--- src/rtl/mix_sched_if.sv ---
// mix_sched_if: request/grant/result bundle between two requesters and mix_sched.
//
// Handshake: a requester raises req[i] and holds its seed stable until it is
// granted. gnt is combinational and one-hot. A job is accepted at a rising edge
// where req[i] & gnt[i] is high. There is no back-pressure on the result side:
// done is a one-cycle pulse, and result/done_id are valid in that cycle.
// result then holds its value until the next done pulse.
interface mix_sched_if #(
  parameter int W = 32
);
  logic [1:0]     req;
  logic [8*W-1:0] seed0;
  logic [8*W-1:0] seed1;
  logic [1:0]     gnt;
  logic           busy;
  logic           done;
  logic           done_id;
  logic [8*W-1:0] result;

  modport master (
    output req, seed0, seed1,
    input  gnt, busy, done, done_id, result
  );

  modport slave (
    input  req, seed0, seed1,
    output gnt, busy, done, done_id, result
  );
endinterface

--- src/rtl/mix_sched.sv ---
// mix_sched: round-robin arbiter plus a multi-cycle sequencer for the 8-lane mixer.
// The block runs one mixing round per clock for ROUNDS clocks, then one finalize
// clock, and returns the result with a done pulse tagged by requester.
// Optional feature macro: MIX_SCHED_FINAL_EN. When it is defined, the finalize
// step is a per-lane multiply-add. Otherwise finalize is a plain copy.
// The FSM state is visible on o_dbg_state: 0 = IDLE, 1 = RUN, 2 = FIN.
module mix_sched #(
  parameter int W      = 32,
  parameter int ROUNDS = 12
) (
  input  logic        i_clk,
  input  logic        i_rst,
  mix_sched_if.slave  io_bus,
  output logic [1:0]  o_dbg_state
);

  typedef enum logic [1:0] {
    ST_IDLE = 2'd0,
    ST_RUN  = 2'd1,
    ST_FIN  = 2'd2
  } state_t;

  localparam logic [7:0] LAST_RCNT = 8'(ROUNDS - 1);

  state_t       r_state;
  logic [W-1:0] r_lanes [8];
  logic [7:0]   r_rcnt;
  logic         r_last;
  logic         r_id;
  logic         r_busy;
  logic         r_done;
  logic         r_done_id;
  logic [8*W-1:0] r_result;

  logic [W-1:0] w_seed0 [8];
  logic [W-1:0] w_seed1 [8];
  logic [W-1:0] w_round [8];
  logic [W-1:0] w_final [8];
  logic [1:0]   w_gnt;
  logic         w_accept;

  // Unpack the seed buses into lane arrays. Lane i sits at [i*W +: W].
  for (genvar g = 0; g < 8; g++) begin : g_unpack
    assign w_seed0[g] = io_bus.seed0[g*W +: W];
    assign w_seed1[g] = io_bus.seed1[g*W +: W];
  end

  // Round-robin grant: offered only in IDLE and never while reset is high.
  always_comb begin
    w_gnt = 2'b00;
    if (!i_rst && r_state == ST_IDLE) begin
      case (io_bus.req)
        2'b01:   w_gnt = 2'b01;
        2'b10:   w_gnt = 2'b10;
        2'b11:   w_gnt = r_last ? 2'b01 : 2'b10;
        default: w_gnt = 2'b00;
      endcase
    end
  end

  assign w_accept = |(io_bus.req & w_gnt);

  // One full mixing round. Each step walks lanes 0..7 in order, so every lane
  // sees the already-updated values of the lanes before it.
  always_comb begin : p_round
    logic [W-1:0] o [8];
    o = r_lanes;
    for (int i = 0; i < 8; i++)
      o[3'(i)] = o[3'(i)] + o[3'(i+1)] - o[3'(i+5)];
    for (int i = 0; i < 8; i++)
      o[3'(i)] = o[3'(i)] ^ (o[3'(i+3)] << 16);
    for (int i = 0; i < 8; i++)
      o[3'(i)] = o[3'(i)] - (o[3'(i+2)] >> 17) + (o[3'(i+4)] >> 12);
    w_round = o;
  end

`ifdef MIX_SCHED_FINAL_EN
  localparam logic [W-1:0] FIN_M [8] = '{2, 3, 5, 7, 11, 13, 17, 19};
  localparam logic [W-1:0] FIN_K [8] = '{3, 5, 7, 11, 13, 17, 19, 23};

  // Finalize: per-lane multiply-add. Products are truncated to W bits.
  always_comb begin
    for (int i = 0; i < 8; i++)
      w_final[3'(i)] = r_lanes[3'(i)] * FIN_M[3'(i)] + FIN_K[3'(i)];
  end
`else
  // Finalize: lanes pass through unchanged. The latency is the same as with the multiply-add.
  always_comb begin
    w_final = r_lanes;
  end
`endif

  // Sequencer FSM with registered busy/done/result.
  always_ff @(posedge i_clk) begin
    if (i_rst) begin
      r_state   <= ST_IDLE;
      r_lanes   <= '{default: '0};
      r_rcnt    <= 8'd0;
      r_last    <= 1'b1;
      r_id      <= 1'b0;
      r_busy    <= 1'b0;
      r_done    <= 1'b0;
      r_done_id <= 1'b0;
      r_result  <= '0;
    end else begin
      r_done <= 1'b0;
      case (r_state)
        ST_IDLE: begin
          if (w_accept) begin
            r_lanes <= w_gnt[1] ? w_seed1 : w_seed0;
            r_id    <= w_gnt[1];
            r_last  <= w_gnt[1];
            r_rcnt  <= 8'd0;
            r_busy  <= 1'b1;
            r_state <= ST_RUN;
          end
        end
        ST_RUN: begin
          r_lanes <= w_round;
          r_rcnt  <= r_rcnt + 8'd1;
          if (r_rcnt == LAST_RCNT) r_state <= ST_FIN;
        end
        ST_FIN: begin
          r_result  <= {w_final[7], w_final[6], w_final[5], w_final[4],
                        w_final[3], w_final[2], w_final[1], w_final[0]};
          r_done_id <= r_id;
          r_done    <= 1'b1;
          r_busy    <= 1'b0;
          r_state   <= ST_IDLE;
        end
        default: r_state <= ST_IDLE;
      endcase
    end
  end

  assign io_bus.gnt     = w_gnt;
  assign io_bus.busy    = r_busy;
  assign io_bus.done    = r_done;
  assign io_bus.done_id = r_done_id;
  assign io_bus.result  = r_result;
  assign o_dbg_state    = r_state;

endmodule

--- src/flat_wrapper.sv ---
// flat-port wrapper written by rule: the top's interface ports become plain ports
module mix_sched_flat 
#(
  parameter int W      = 32,
  parameter int ROUNDS = 12
)
  (i_clk, i_rst, o_dbg_state, io_bus_req, io_bus_seed0, io_bus_seed1, io_bus_gnt, io_bus_busy, io_bus_done, io_bus_done_id, io_bus_result);
  mix_sched_if #(.W(W)) io_bus_i ();
  input  logic i_clk;
  input  logic i_rst;
  output logic [1:0] o_dbg_state;
  input wire logic [$bits(io_bus_i.req)-1:0] io_bus_req;
  input wire logic [$bits(io_bus_i.seed0)-1:0] io_bus_seed0;
  input wire logic [$bits(io_bus_i.seed1)-1:0] io_bus_seed1;
  output wire logic [$bits(io_bus_i.gnt)-1:0] io_bus_gnt;
  output wire logic [$bits(io_bus_i.busy)-1:0] io_bus_busy;
  output wire logic [$bits(io_bus_i.done)-1:0] io_bus_done;
  output wire logic [$bits(io_bus_i.done_id)-1:0] io_bus_done_id;
  output wire logic [$bits(io_bus_i.result)-1:0] io_bus_result;
  assign io_bus_i.req = io_bus_req;
  assign io_bus_i.seed0 = io_bus_seed0;
  assign io_bus_i.seed1 = io_bus_seed1;
  assign io_bus_gnt = io_bus_i.gnt;
  assign io_bus_busy = io_bus_i.busy;
  assign io_bus_done = io_bus_i.done;
  assign io_bus_done_id = io_bus_i.done_id;
  assign io_bus_result = io_bus_i.result;
  mix_sched #(.W(W), .ROUNDS(ROUNDS)) u_core (.i_clk(i_clk), .i_rst(i_rst), .io_bus(io_bus_i), .o_dbg_state(o_dbg_state));
endmodule
--- config.mk ---
export PLATFORM = sky130hd
export DESIGN_NAME = mix_sched_flat
export DESIGN_NICKNAME = d
export VERILOG_FILES = /design/src/rtl/mix_sched_if.sv /design/src/rtl/mix_sched.sv /design/src/flat_wrapper.sv
export SDC_FILE = /design/constraint.sdc
export NUM_CORES = 1
export LEC_CHECK = 0
export ABC_AREA = 1
export CAP_MARGIN = 40
export CORE_AREA = 2 2 302 304
export DETAILED_ROUTE_END_ITERATION = 12
export DIE_AREA = 0 0 304 306
export PLACE_DENSITY_LB_ADDON = 0.3
export SLEW_MARGIN = 20
export SYNTH_ARGS = -nofsm -noshare
export SYNTH_HDL_FRONTEND = slang
export SYNTH_SLANG_ARGS = --single-unit
--- constraint.sdc ---
create_clock -name i_clk -period 1.6 [get_ports i_clk]
set_input_delay 0.24 -clock i_clk [delete_from_list [all_inputs] [get_ports i_clk]]
set_output_delay 0.24 -clock i_clk [all_outputs]
set_load 0.1 [all_outputs]
# Word level (Yosys, flattened, before mapping)
# Index checks and enable logic that the tools add are counted.
# totals
romBits	0
reg_bits	527
ram_bits	0
latchBits	0
memories	0
# classes
multipliers	0
order_cmp	0
n_reduce_logical	11
n_mux	14
addsub	1
n_eq_ne	8
shift	0
n_div	0
bitwise	2
# op_table
operator	count
256-bit two-way mux	3
8-bit one-hot mux with 2 select lines	1
8-bit by 1-bit adder with 8-bit output (second input constant)	1
8-bit by 4-bit equality test with 1-bit output (second input constant)	1
2-bit two-way mux	4
8-bit two-way mux	1
2-bit AND reduction	4
2-bit equality test (second input constant)	3
2-bit one-hot mux with 3 select lines	1
2-bit by 1-bit equality test with 1-bit output (second input constant)	2
2-bit by 1-bit != test with 1-bit output (second input constant)	2
2-bit one-hot mux with 2 select lines	1
2-bit nonzero test	2
3-bit AND reduction	1
2-bit AND	1
2-bit zero test	1
1-bit two-way mux	2
1-bit one-hot mux with 2 select lines	1
2-bit OR reduction	1
1-bit logical AND	1
1-bit zero test	1
1-bit NOT	1

# Longest topological paths before layout
# depth
word_depth	7
mapped_depth	10

# Worst setup path after synthesis
# OpenSTA, ideal clock, no wires.
# synth_timing
path_kind	reg-to-output
startpoint	reg u_core.r_state[1], in the netlist u_core.o_dbg_state[1]
endpoint	out io_bus_gnt[0]
path_slack_ns	-1.382
path_stages_with_launch	6
arrival_time_ns	2.742
path_cell_list	dfxtp_1 > nor2_2 > nand3_2 > buf_2 > buf_1 > nor2_1
# synth_between
elab_chain_cells	3
# synth_rtl
element	line	text
from (decl)	mix_sched.sv:25	state_t r_state;
from (signal assigned)	mix_sched.sv:96	r_state <= ST_IDLE;
from (signal assigned)	mix_sched.sv:115	r_state <= ST_RUN;
from (signal assigned)	mix_sched.sv:121	if (r_rcnt == LAST_RCNT) r_state <= ST_FIN;
2-bit zero test	mix_sched.sv:51	if (!i_rst && r_state == ST_IDLE) begin
1-bit logical AND	mix_sched.sv:51	
2-bit two-way mux	mix_sched.sv:51	
to (decl)	flat_wrapper.sv:15	output wire logic [$bits(io_bus_i.gnt)-1:0] io_bus_gnt;
# No other way between the ends.

# Worst setup path after layout
# Ends and elaborated chain as after synthesis.

==> summary by stage <==
CTS
The total number of clock tree sinks is 527. Clock-pin slew was measured on the worst setup and hold paths at 60 ps. TritonCTS built the clock tree.

Clock latency on the worst-skew pair, taken at its later pin, is 620 ps. In this run, CTS created clock tree buffers numbering 59. The total number of H-tree levels is 2. Buffers inserted to repair hold after CTS numbered 0.

In this run the clock root is driven by a clkbuf_16. The maximum root-to-sink buffer count is 3.

Yosys
Sequential elements use 46.4% of the synthesized area. The flip-flop and latch count after synthesis is 527. In the post-synthesis netlist, the biggest area contributors are dfxtp_1 46%, nand3_1 11%, o21ai_0 11%. The average instance in the mapped netlist occupies 6.85 um2. The primary flip-flop cell chosen by synthesis mapping is dfxtp_1. Among all cell types in the netlist, the one instantiated most often is nor2_1. The instance count of the mapped netlist is 3,315. The yosys synthesis warning count is 0. In the synthesized netlist, the cells that appear most often are 528 x nor2_1, 527 x dfxtp_1, 521 x nand3_1.

The number of enable flip-flop cells after synthesis is 0. The netlist uses 21 different library cells. In the synthesized netlist the async set-or-reset flop fraction comes to 0%. The synthesized cell area is 0.0227 mm2. The number of nets in the synthesized netlist is 3,832.

The biggest area contributor in the post-synthesis netlist is dfxtp_1. The portion of synthesized cell area occupied by the leading cell type is 46.4%.

Drt
The count of routing violations after the opening detailed-route iteration is 1,932. The first detailed-routing pass took 7 iterations. The detail-routed via count per cell is 4.72. The number of nets with antenna violations after routing is 0.

The final routed wire length divided by cell count is 20.5 um. The total wire length is 112,000 um. After detailed routing, the number of remaining DRC violations is 0. The routed layout has 25.8k vias.

Placement
The pre-CTS setup slack is -589 ps. The number of placed cells counting well taps is 5,187. The total of buffers placed on input and output ports is 778. Once detailed placement completed, the half-perimeter wirelength came to 69,200 um. The final weighted congestion in routability-driven placement is 0.862. After detailed placement, the total cell area comes to 0.0357 mm2.

Die
In this run the standard cell core region covers 0.0896 mm2. In this run the horizontal extent of the chip is 304 um. The number of placed I/O pins is 779.

From bottom edge to top edge, the die measures 306 um. The number of cell rows is 110. Once the floorplan was initialized, standard cells occupied 25.3% of the core. The overall die area is 0.0930 mm2.

GRT
Across every metal layer, demand over resource in global routing totals 20.4%. The via count of the first global-routing pass was 23.9k. The initial antenna violation count is 20. The maximum number of pins on one net before global-route repair is 90. The first global-routing pass estimated 147,000 um of wire. Summed over all layers, the global routing overflow is 0.

Worst setup path
Walking the worst path, the cells encountered are nor2_4, buf_12, nand3_4, buf_12, nor2_4, buf_12. The number of buffers and inverters on the critical path is 3. By instance count, the cell type seen most on the critical path is buf_12. The data arrival at the endpoint of the critical path is 1770 ps. Data on the critical path is required at its endpoint by 1360 ps. The category of the most critical setup path is flop to primary output. The slowest stage of the critical path belongs to the cell dfxtp_4. The delay of the slowest critical-path stage is 350 ps. The kind of launch point of the worst setup path is a flop. The largest driver fanout on the critical path is 2.

STA classifies the critical path endpoint as a primary output. Broken down by cell family, the worst path's largest delay share belongs to buffers and inverters.

STA
The hold violation total from the final report is 0. Setup repair after global routing could not meet its margin everywhere. The relative slew slack is 78.1%. The time the worst path needs with I/O delays and setup is 2010 ps. Across the routed clock network, the largest skew measured is 14.2 ps. The fmax is 497 MHz.

The smallest setup slack after layout is -411 ps. The part of the cycle the worst path needs is 126%. Setup violations remaining at the end of the flow were counted as 502.

The max-slew violation total from the final report is 0. For the pin with the worst max-slew slack, the measured transition is 329 ps.

Cells and area
Measured on the finished design, the core utilization comes to 47.7%. The non-filler instance count after layout is 5,467. The final layout contains 4,752 nets.

The area added between synthesis and finish is 88.3%. With fillers left out, the area of the finished cells amounts to 0.0428 mm2. Fill cells in the final layout number 8,415. The fraction of final layout cells sized beyond drive strength 1 is 23.9%.

Pwr
The total power of the final layout is 36,900 uW. Summed over all cells, the static leakage comes to 0.0196 uW. Across the VDD grid, the largest voltage drop is 0.558 mV. In this run the power density over the cells is 863 mW/mm2.

Outcome
The flow ran to the end, but the final reports show violations. The final reports fail on negative setup slack.

Job
Across the run, the number of max-cap violations was 0.

Min path
The class of the most critical hold timing path is input pin to flop.
## repair_timing
item	in CTS	in global routing
pin swaps	16	89
buffers inserted	26	48
cloned	24	72
gates resized for setup	138	544
setup endpoints to repair	365	520
hold endpoints to repair	0	0
## registers in the layout, summed over array words and instances (netlist names), 2 cells and up
| register | cells |
|---|---|
| u_core.r_rcnt | 8 |
| u_core.r_lanes | 128 |
| u_core.p_round.o | 128 |
| u_core.o_dbg_state | 2 |
| u_core.io_bus.result | 256 |
## cell families after synthesis
| kind of cell | after synthesis | synth area share, % |
|---|---|---|
| buffers and inverters | 666 | 11.8 |
| and+or+nand+nor | 1466 | 27.2 |
| adders and majority gates | 1 | 0.0551 |
| DFF | 527 | 46.4 |
| AOI/OAI and AO/OA | 655 | 14.4 |
## stage by stage
stage	hold slack (ps)	setup TNS, ps
after floorplan	309	-163
after global placement	435	-208010
after detailed placement	442	-212340
after CTS	164	-42030
after global routing	189	-112310
final	219	-63710
## placed cells by master (no fill, tap or decap), types with 11 or more instances in the layout
cell type / instances
inv_1: 386
clkbuf_8: 17
o21ai_0: 342
nor2_2: 49
nor2_4: 14
nand2_1: 394
buf_16: 32
buf_6: 29
a21oi_1: 130
clkbuf_16: 119
dfxtp_1: 524
nor2_1: 468
clkdlybuf4s50_1: 515
buf_4: 117
o21ai_1: 128
o21ai_2: 36
nand3_1: 365
buf_12: 344
o21ai_4: 14
nand2_2: 11
nand3_2: 137
buf_8: 24
nand3_4: 20
clkinv_2: 17
## worst reg2reg max path, stage by stage (launching register included)
cell	delay, ps
dfxtp_4	410
nand2_4	60
nand2_4	90
buf_12	130
buf_4	170
buf_12	180
buf_12	170
buf_4	170
nor2_1	60
nor2_1	190
o21ai_0	130
nand2_1	70
## area by class of cell
class / count / area [um2] / area share (%)
Antenna cell: 9 / 22.5 / 0.0527
Inverter: 398 / 1540 / 3.60
Tap cell: 1176 / 1470 / 3.44
Sequential cell: 527 / 10600 / 24.7
Clock inverter: 25 / 200 / 0.468
Multi-Input combinational cell: 2123 / 11000 / 25.8
Clock buffer: 83 / 1780 / 4.16
Timing Repair Buffer: 1126 / 16200 / 37.8
## report_power, final
group	switching, uW	internal, uW
logic	4460	4270
clock network	5840	8030
registers	356	14000
## metal layers
metal	global-route usage [%]	wire length [um]	vias to the layer above
met3	5.82	9050	232
li1	-	-	12500
met2	35.7	54600	1077
met5	0	82	-
met4	8.74	5110	12
met1	23.2	43100	12000
## path summary, 6_finish.rpt
path | startpoint | endpoint | slack, ps | cells after the start
hold / removal | io_bus_seed0[239] | u_core.p_round.o[15]$_SDFFE_PP0P_ | 220 | 3
hold reg to reg | u_core.r_lanes[166]$_SDFFE_PP0P_ | u_core.io_bus.result[70]$_SDFFE_PP0P_ | 450 | 2
setup reg to reg | u_core.r_last$_SDFFE_PP1P_ | u_core.p_round.o[42]$_SDFFE_PP0P_ | -260 | 11
setup / recovery | u_core.o_dbg_state[1]$_SDFFE_PP0P_ | io_bus_gnt[0] | -410 | 6
No activity file was read; power rests on OpenSTA's default activity.
